[config.mk]
export PLATFORM = sky130hd
export DESIGN_NAME = id_ex_stage
export DESIGN_NICKNAME = d
export VERILOG_FILES = /design/src/rtl/id_ex_stage.sv
export SDC_FILE = /design/constraint.sdc
export NUM_CORES = 1
export LEC_CHECK = 0
export CAP_MARGIN = 10
export CORE_MARGIN = 1
export CORE_UTILIZATION = 41
export CTS_CLUSTER_SIZE = 20
export DETAILED_ROUTE_END_ITERATION = 8
export PLACE_DENSITY = 0.81
export SYNTH_ARGS = -nofsm -noshare
export SYNTH_HDL_FRONTEND = slang
export SYNTH_SLANG_ARGS = --single-unit
[constraint.sdc]
create_clock -name clk -period 2.66 [get_ports clk]
set_input_delay 0.532 -clock clk [delete_from_list [all_inputs] [get_ports clk]]
set_output_delay 0.532 -clock clk [all_outputs]
set_load 0.02 [all_outputs]
[src/rtl/id_ex_stage.sv]
// ID/EX pipeline register with write-back bypass, registered EX/MEM forwarding
// selects, one-bubble load-use interlock, flush, hold and saturating stall count.
module id_ex_stage #(
  parameter int N   = 24,
  parameter int RA  = 4,
  parameter int CW  = 4,
  parameter int SCW = 16
) (
  input  logic           clk,
  input  logic           rst,
  input  logic           id_valid,
  input  logic [N-1:0]   id_rd1,
  input  logic [N-1:0]   id_rd2,
  input  logic [N-1:0]   id_pc,
  input  logic [N-1:0]   id_imm,
  input  logic [RA-1:0]  id_rs1,
  input  logic [RA-1:0]  id_rs2,
  input  logic [RA-1:0]  id_rd,
  input  logic [CW-1:0]  id_aluControl,
  input  logic           id_immSrc,
  input  logic           id_branchFlag,
  input  logic           id_regWrite,
  input  logic           id_memRead,
  input  logic           flush,
  input  logic           hold,
  input  logic           wb_regWrite,
  input  logic [RA-1:0]  wb_rd,
  input  logic [N-1:0]   wb_result,
  output logic           ex_valid,
  output logic           ex_immSrc,
  output logic           ex_branchFlag,
  output logic           ex_regWrite,
  output logic           ex_memRead,
  output logic [N-1:0]   ex_rd1,
  output logic [N-1:0]   ex_rd2,
  output logic [N-1:0]   ex_pc,
  output logic [N-1:0]   ex_imm,
  output logic [CW-1:0]  ex_aluControl,
  output logic [RA-1:0]  ex_rd,
  output logic           Fa,
  output logic           Fb,
  output logic           id_stall,
  output logic [SCW-1:0] stall_count,
  output logic           o_dbg_state
);

  typedef enum logic {
    S_RUN      = 1'b0,
    S_LU_STALL = 1'b1
  } state_t;

  state_t r_state;
  state_t w_state_nxt;

  logic         w_lu;
  logic         w_do_bubble;
  logic         w_do_normal;
  logic         w_cnt_inc;
  logic         w_stall;
  logic         w_fa_nxt;
  logic         w_fb_nxt;
  logic         w_wb_hit1;
  logic         w_wb_hit2;
  logic [N-1:0] w_rd1_nxt;
  logic [N-1:0] w_rd2_nxt;

  // Only a load sitting in EX can create a hazard; ALU results are forwarded instead.
  assign w_lu = ex_valid & ex_memRead & (ex_rd != '0) & id_valid &
                ((id_rs1 == ex_rd) | (id_rs2 == ex_rd));

  assign w_wb_hit1 = wb_regWrite & (wb_rd != '0) & (wb_rd == id_rs1);
  assign w_wb_hit2 = wb_regWrite & (wb_rd != '0) & (wb_rd == id_rs2);
  assign w_rd1_nxt = w_wb_hit1 ? wb_result : id_rd1;
  assign w_rd2_nxt = w_wb_hit2 ? wb_result : id_rd2;

  // Selects are derived from the instruction being replaced in EX (it moves to MEM).
  assign w_fa_nxt = ex_valid & ex_regWrite & ~ex_memRead & (ex_rd != '0) & (ex_rd == id_rs1);
  assign w_fb_nxt = ex_valid & ex_regWrite & ~ex_memRead & (ex_rd != '0) & (ex_rd == id_rs2);

  always_comb begin
    w_state_nxt = r_state;
    w_do_bubble = 1'b0;
    w_do_normal = 1'b0;
    w_cnt_inc   = 1'b0;
    w_stall     = 1'b0;
    if (hold) begin
      w_stall = 1'b1;
    end else if (flush) begin
      w_do_bubble = 1'b1;
      w_state_nxt = S_RUN;
    end else begin
      case (r_state)
        S_RUN: begin
          if (w_lu) begin
            w_do_bubble = 1'b1;
            w_cnt_inc   = 1'b1;
            w_stall     = 1'b1;
            w_state_nxt = S_LU_STALL;
          end else begin
            w_do_normal = 1'b1;
          end
        end
        S_LU_STALL: begin
          w_do_normal = 1'b1;
          w_state_nxt = S_RUN;
        end
        default: begin
          w_state_nxt = S_RUN;
        end
      endcase
    end
  end

  assign id_stall    = rst & w_stall;
  assign o_dbg_state = r_state;

  always_ff @(posedge clk or negedge rst) begin
    if (!rst) begin
      r_state       <= S_RUN;
      ex_valid      <= 1'b0;
      ex_immSrc     <= 1'b0;
      ex_branchFlag <= 1'b0;
      ex_regWrite   <= 1'b0;
      ex_memRead    <= 1'b0;
      ex_rd1        <= '0;
      ex_rd2        <= '0;
      ex_pc         <= '0;
      ex_imm        <= '0;
      ex_aluControl <= '0;
      ex_rd         <= '0;
      Fa            <= 1'b0;
      Fb            <= 1'b0;
      stall_count   <= '0;
    end else begin
      r_state <= w_state_nxt;
      if (w_do_bubble) begin
        ex_valid      <= 1'b0;
        ex_branchFlag <= 1'b0;
        ex_regWrite   <= 1'b0;
        ex_memRead    <= 1'b0;
        Fa            <= 1'b0;
        Fb            <= 1'b0;
      end
      if (w_do_normal) begin
        ex_valid      <= id_valid;
        ex_immSrc     <= id_immSrc;
        ex_branchFlag <= id_branchFlag;
        ex_regWrite   <= id_regWrite & id_valid;
        ex_memRead    <= id_memRead & id_valid;
        ex_rd1        <= w_rd1_nxt;
        ex_rd2        <= w_rd2_nxt;
        ex_pc         <= id_pc;
        ex_imm        <= id_imm;
        ex_aluControl <= id_aluControl;
        ex_rd         <= id_rd;
        Fa            <= w_fa_nxt;
        Fb            <= w_fb_nxt;
      end
      if (w_cnt_inc && (stall_count != {SCW{1'b1}})) begin
        stall_count <= stall_count + {{(SCW-1){1'b0}}, 1'b1};
      end
    end
  end

endmodule

==> results.yml <==
outcome:
  outcome: "complete, but fails checks"
  violations: "negative setup slack"
floorplan:
  chipWidth_um: 121
  pin_count: 279
  initial_utilization_pct: 42.8
  row_count: 42
  floorplan.die_area_sq_um: 14500
  die-height_um: 121
  core-area_sq_um: 13500
critical_path:
  origin_of_the_critical_flop_to_flop_path: "ex_rd[0]"
  timing.critical_path.from_type: "register"
  timing.critical_path.from: "ex_rd[3]"
  path_cells: "xnor2_2, nand4_2, a2111oi_4, nor2b_4, o21a_1, buf_6"
  crit_path_end_kind: "output port"
  crit_path_max_fanout: 5
  worst_ep_arrival_time_ns: 2.14
  cp_top_family: "compound AO/OA/AOI/OAI gates"
  path_class: "reg -> out"
  slowest_delay_ns: 0.46
  critical_path_cell_with_the_highest_stage_delay: "dfrtp_2"
  worstPathRequired_ns: 2.13
  critPathBufInv: 1
synth:
  yosys_warnings: 0
  largest_cells_by_area_after_synthesis: "dfrtp_1 (56%), mux2_2 (29%), xnor2_1 (4.3%)"
  syn_area_per_cell_sq_um: 14.5
  synthCells: 398
  yosys.area.top_type: "dfrtp_1"
  synth.lib_cells_used.distinct: 30
  portion_of_the_post_synthesis_area_used_by_sequential_elements_pct: 55.6
  summed_instance_area_of_the_synthesized_netlist_sq_um: 5760
  ys_ff_latch: 128
  synth_nets: 549
  synth_top_area_share_pct: 55.6
timing:
  worst_slack_ns: -0.0113
  rsz0062_at_grt: "yes"
  finalCritPeriodShare_pct: 100
  final_period_minus_worst_setup_slack_ns: 2.67
  timing.clock.skew_ns: 0.00776
  worst_slew_margin_rel_pct: 43.3
  final_slew_violations: 0
  hold_viol: 0
  maxClockFrequency_ghz: 0.374
  final-setup-viol-count: 1
  tightestPinTransition_ns: 0.851
cells_and_area:
  design.final.nets: 851
  layout.area.seq_sq_um: 3210
  multiInputGateArea_sq_um: 2520
  antenna-diode-count: 0
  layout-drive-gt1-share_pct: 31.7
  final.fill_count: 934
  syn2layout_area_growth_pct: 65.4
global_routing:
  grt_first_pass_wirelength_mm: 25.6
  grt_antenna_before_repair: 0
  grt_overflow: 0
  grtUsageTotal_pct: 23.1
  via_count_of_the_first_global_routing_pass: 5006
  grt_start_max_net_pins: 69
place:
  gp_congestion: 0.838
  place_ws_ns: -0.573
  dp_hpwl_mm: 12.2
  numPortBuffers: 278
clock_network:
  clock_sink_count: 128
  cts.reportedPaths.clkPinSlew_ns: 0.05
  cts_tree: "done"
  worst_skew_pair.late_latency_ns: 0.41
  cts_inserted_buffers: 17
  postCtsSetupRepairBufs: 0
  clockBufferDepth: 2
  cts-root-buf: "clkbuf_16"
  htree_levels: 4
detailed_routing:
  detailroute.via_count: 4459
  wl_met3_mm: 1.48
  drt_wl_total_mm: 16.6
  detailedRoute.firstIterationViolations: 154
  drt_first_pass_iters: 4
  route.detailed.drc: 0
  wl_met1_mm: 6.09
  routedWlPerCell_um: 18.8
  wire_length_on_met2_mm: 8.65
  post_drt_via_cell_ratio: 5.03
  number_of_nets_with_antenna_violations_after_routing: 0
  maxUsedRoutingLayer: "met4"
worst_hold_path:
  worstHoldStart: "ex_rd1[13]"
  min-delay-path-class: "reg -> reg"
power:
  vdd.ir_drop.worst_mv: 0.424
  power.leakage_uw: 0.00384
  report.power.total_uw: 6220
  power.density_cell_area_nw_per_um2: 652
run:
  cap_violations: 0
[cells in the mapped netlist]
| cell type | instances |
|---|---|
| o21a_1 | 1 |
| a311oi_1 | 1 |
| o31ai_1 | 2 |
| or3b_2 | 1 |
| nor4_1 | 1 |
| dfrtp_1 | 128 |
| a32o_1 | 2 |
| xnor2_2 | 1 |
| a2111oi_4 | 1 |
| mux2_2 | 150 |
| a22o_1 | 3 |
| ha_1 | 1 |
| nor3_1 | 3 |
| xnor2_1 | 28 |
| clkbuf_1 | 7 |
| nor2_1 | 8 |
| and3_1 | 2 |
| o21ai_0 | 1 |
| nand4_2 | 1 |
| nand3_1 | 10 |
| and2_1 | 1 |
| nand2_1 | 9 |
| mux2_4 | 6 |
| nand4_1 | 11 |
| o41ai_1 | 2 |
| buf_6 | 2 |
| and4_1 | 2 |
| buf_2 | 10 |
| nor2b_1 | 1 |
| nand2b_1 | 2 |
[layer usage]
metal | global-route usage (%) | vias up
li1 | - | 2045
met1 | 24.7 | 2182
met2 | 41.1 | 203
met3 | 8.16 | 29
met4 | 10.0 | 0
met5 | 0 | -
[layout make-up]
cell class / count / share of cell area, %
Tap cell: 176 / 2.31
Timing Repair Buffer: 302 / 31.6
Sequential cell: 128 / 33.6
Multi-Input combinational cell: 251 / 26.5
Clock inverter: 6 / 0.866
Clock buffer: 23 / 5.12
[state kept, by name, summed over array words and instances, names as in the netlist]
register	cells
ex_imm	24
ex_pc	24
ex_rd1	24
ex_rd2	24
stall_count	16
ex_aluControl	4
ex_rd	4
Fa	1
Fb	1
ex_branchFlag	1
ex_immSrc	1
ex_memRead	1
ex_regWrite	1
ex_valid	1
o_dbg_state	1
[kinds of logic (layout without fill, tap and decap cells)]
kind of cell             Yosys count  after routing  synth area share, %
multiplexers                     156            156                 30.9
flip-flops                       128            128                 55.6
AND/OR/NAND/NOR                   52             52                 4.86
XOR/XNOR                          29             29                 4.54
buffers and inverters             19            331                 1.72
AO/OA/AOI/OAI                     13             13                 2.21
adder cells (fa/ha/maj)            1              1                0.217
[stage by stage]
| step | instance area [sq um] | setup TNS, ns | hold slack [ns] | utilization [%] | cells |
|---|---|---|---|---|---|
| 3_5_place_dp | 8890 | -20.57 | 0.393 | 66.1 | 855 |
| 5_1_grt | 9530 | -0.107 | 0.517 | 70.9 | 886 |
| 2_1_floorplan | 5760 | 0 | 0.236 | - | 398 |
| 6_report | 9530 | -0.0113 | 0.503 | 70.9 | 886 |
| 3_3_place_gp | 8890 | -16.30 | 0.388 | 66.1 | 855 |
| 4_1_cts | 9480 | -0.00765 | 0.494 | 70.5 | 885 |
[where the power goes]
group | internal, uW | switching [uW] | leakage, uW
Sequential | 2200 | 156 | 0.00155
Combinational | 924 | 696 | 0.00201
Clock | 1460 | 783 | 0.000281
[worst register-to-register path: stages, from the launching register on]
cell and delay, ns:
dfrtp_2 0.46, o41ai_2 0.52, a2111oi_4 0.11, buf_4 0.23, nor3_4 0.30, buf_6 0.37, mux2_2 0.39
[path summary, 6_finish.rpt]
kind                            depth (start not counted)  slack, ns             end
worst max-delay path                                    6      -0.01        id_stall
worst min-delay path                                    1       0.50      ex_rd1[13]
worst max register to register                          6       0.16       ex_imm[0]
worst min register to register                          1       0.50      ex_rd1[13]
max in group asynchronous                               3       1.07       ex_imm[6]
min in group asynchronous                               2       0.51  stall_count[8]
[cells in the final DEF (no fill, tap or decap), types with 4 or more instances in the layout]
master / Yosys / routed
xnor2_1: 28 / 24
xnor2_2: 1 / 5
mux2_2: 150 / 150
clkdlybuf4s50_1: 0 / 268
dlygate4sd2_1: 0 / 8
nand4_1: 11 / 11
clkbuf_16: 0 / 18
nand2_1: 9 / 9
dfrtp_2: 0 / 4
nor2_1: 8 / 6
mux2_4: 6 / 6
clkbuf_8: 0 / 4
nand3_1: 10 / 10
buf_4: 0 / 19
dfrtp_1: 128 / 124
[what timing repair did]
action,4_1_cts,5_1_grt
pin swaps,6,5
hold buffers,1,0
endpoints found under the hold margin,12,0
endpoints found under the setup margin,100,2
cloned,0,1
resized for setup,20,7
No activity file was read; power rests on OpenSTA's default activity.
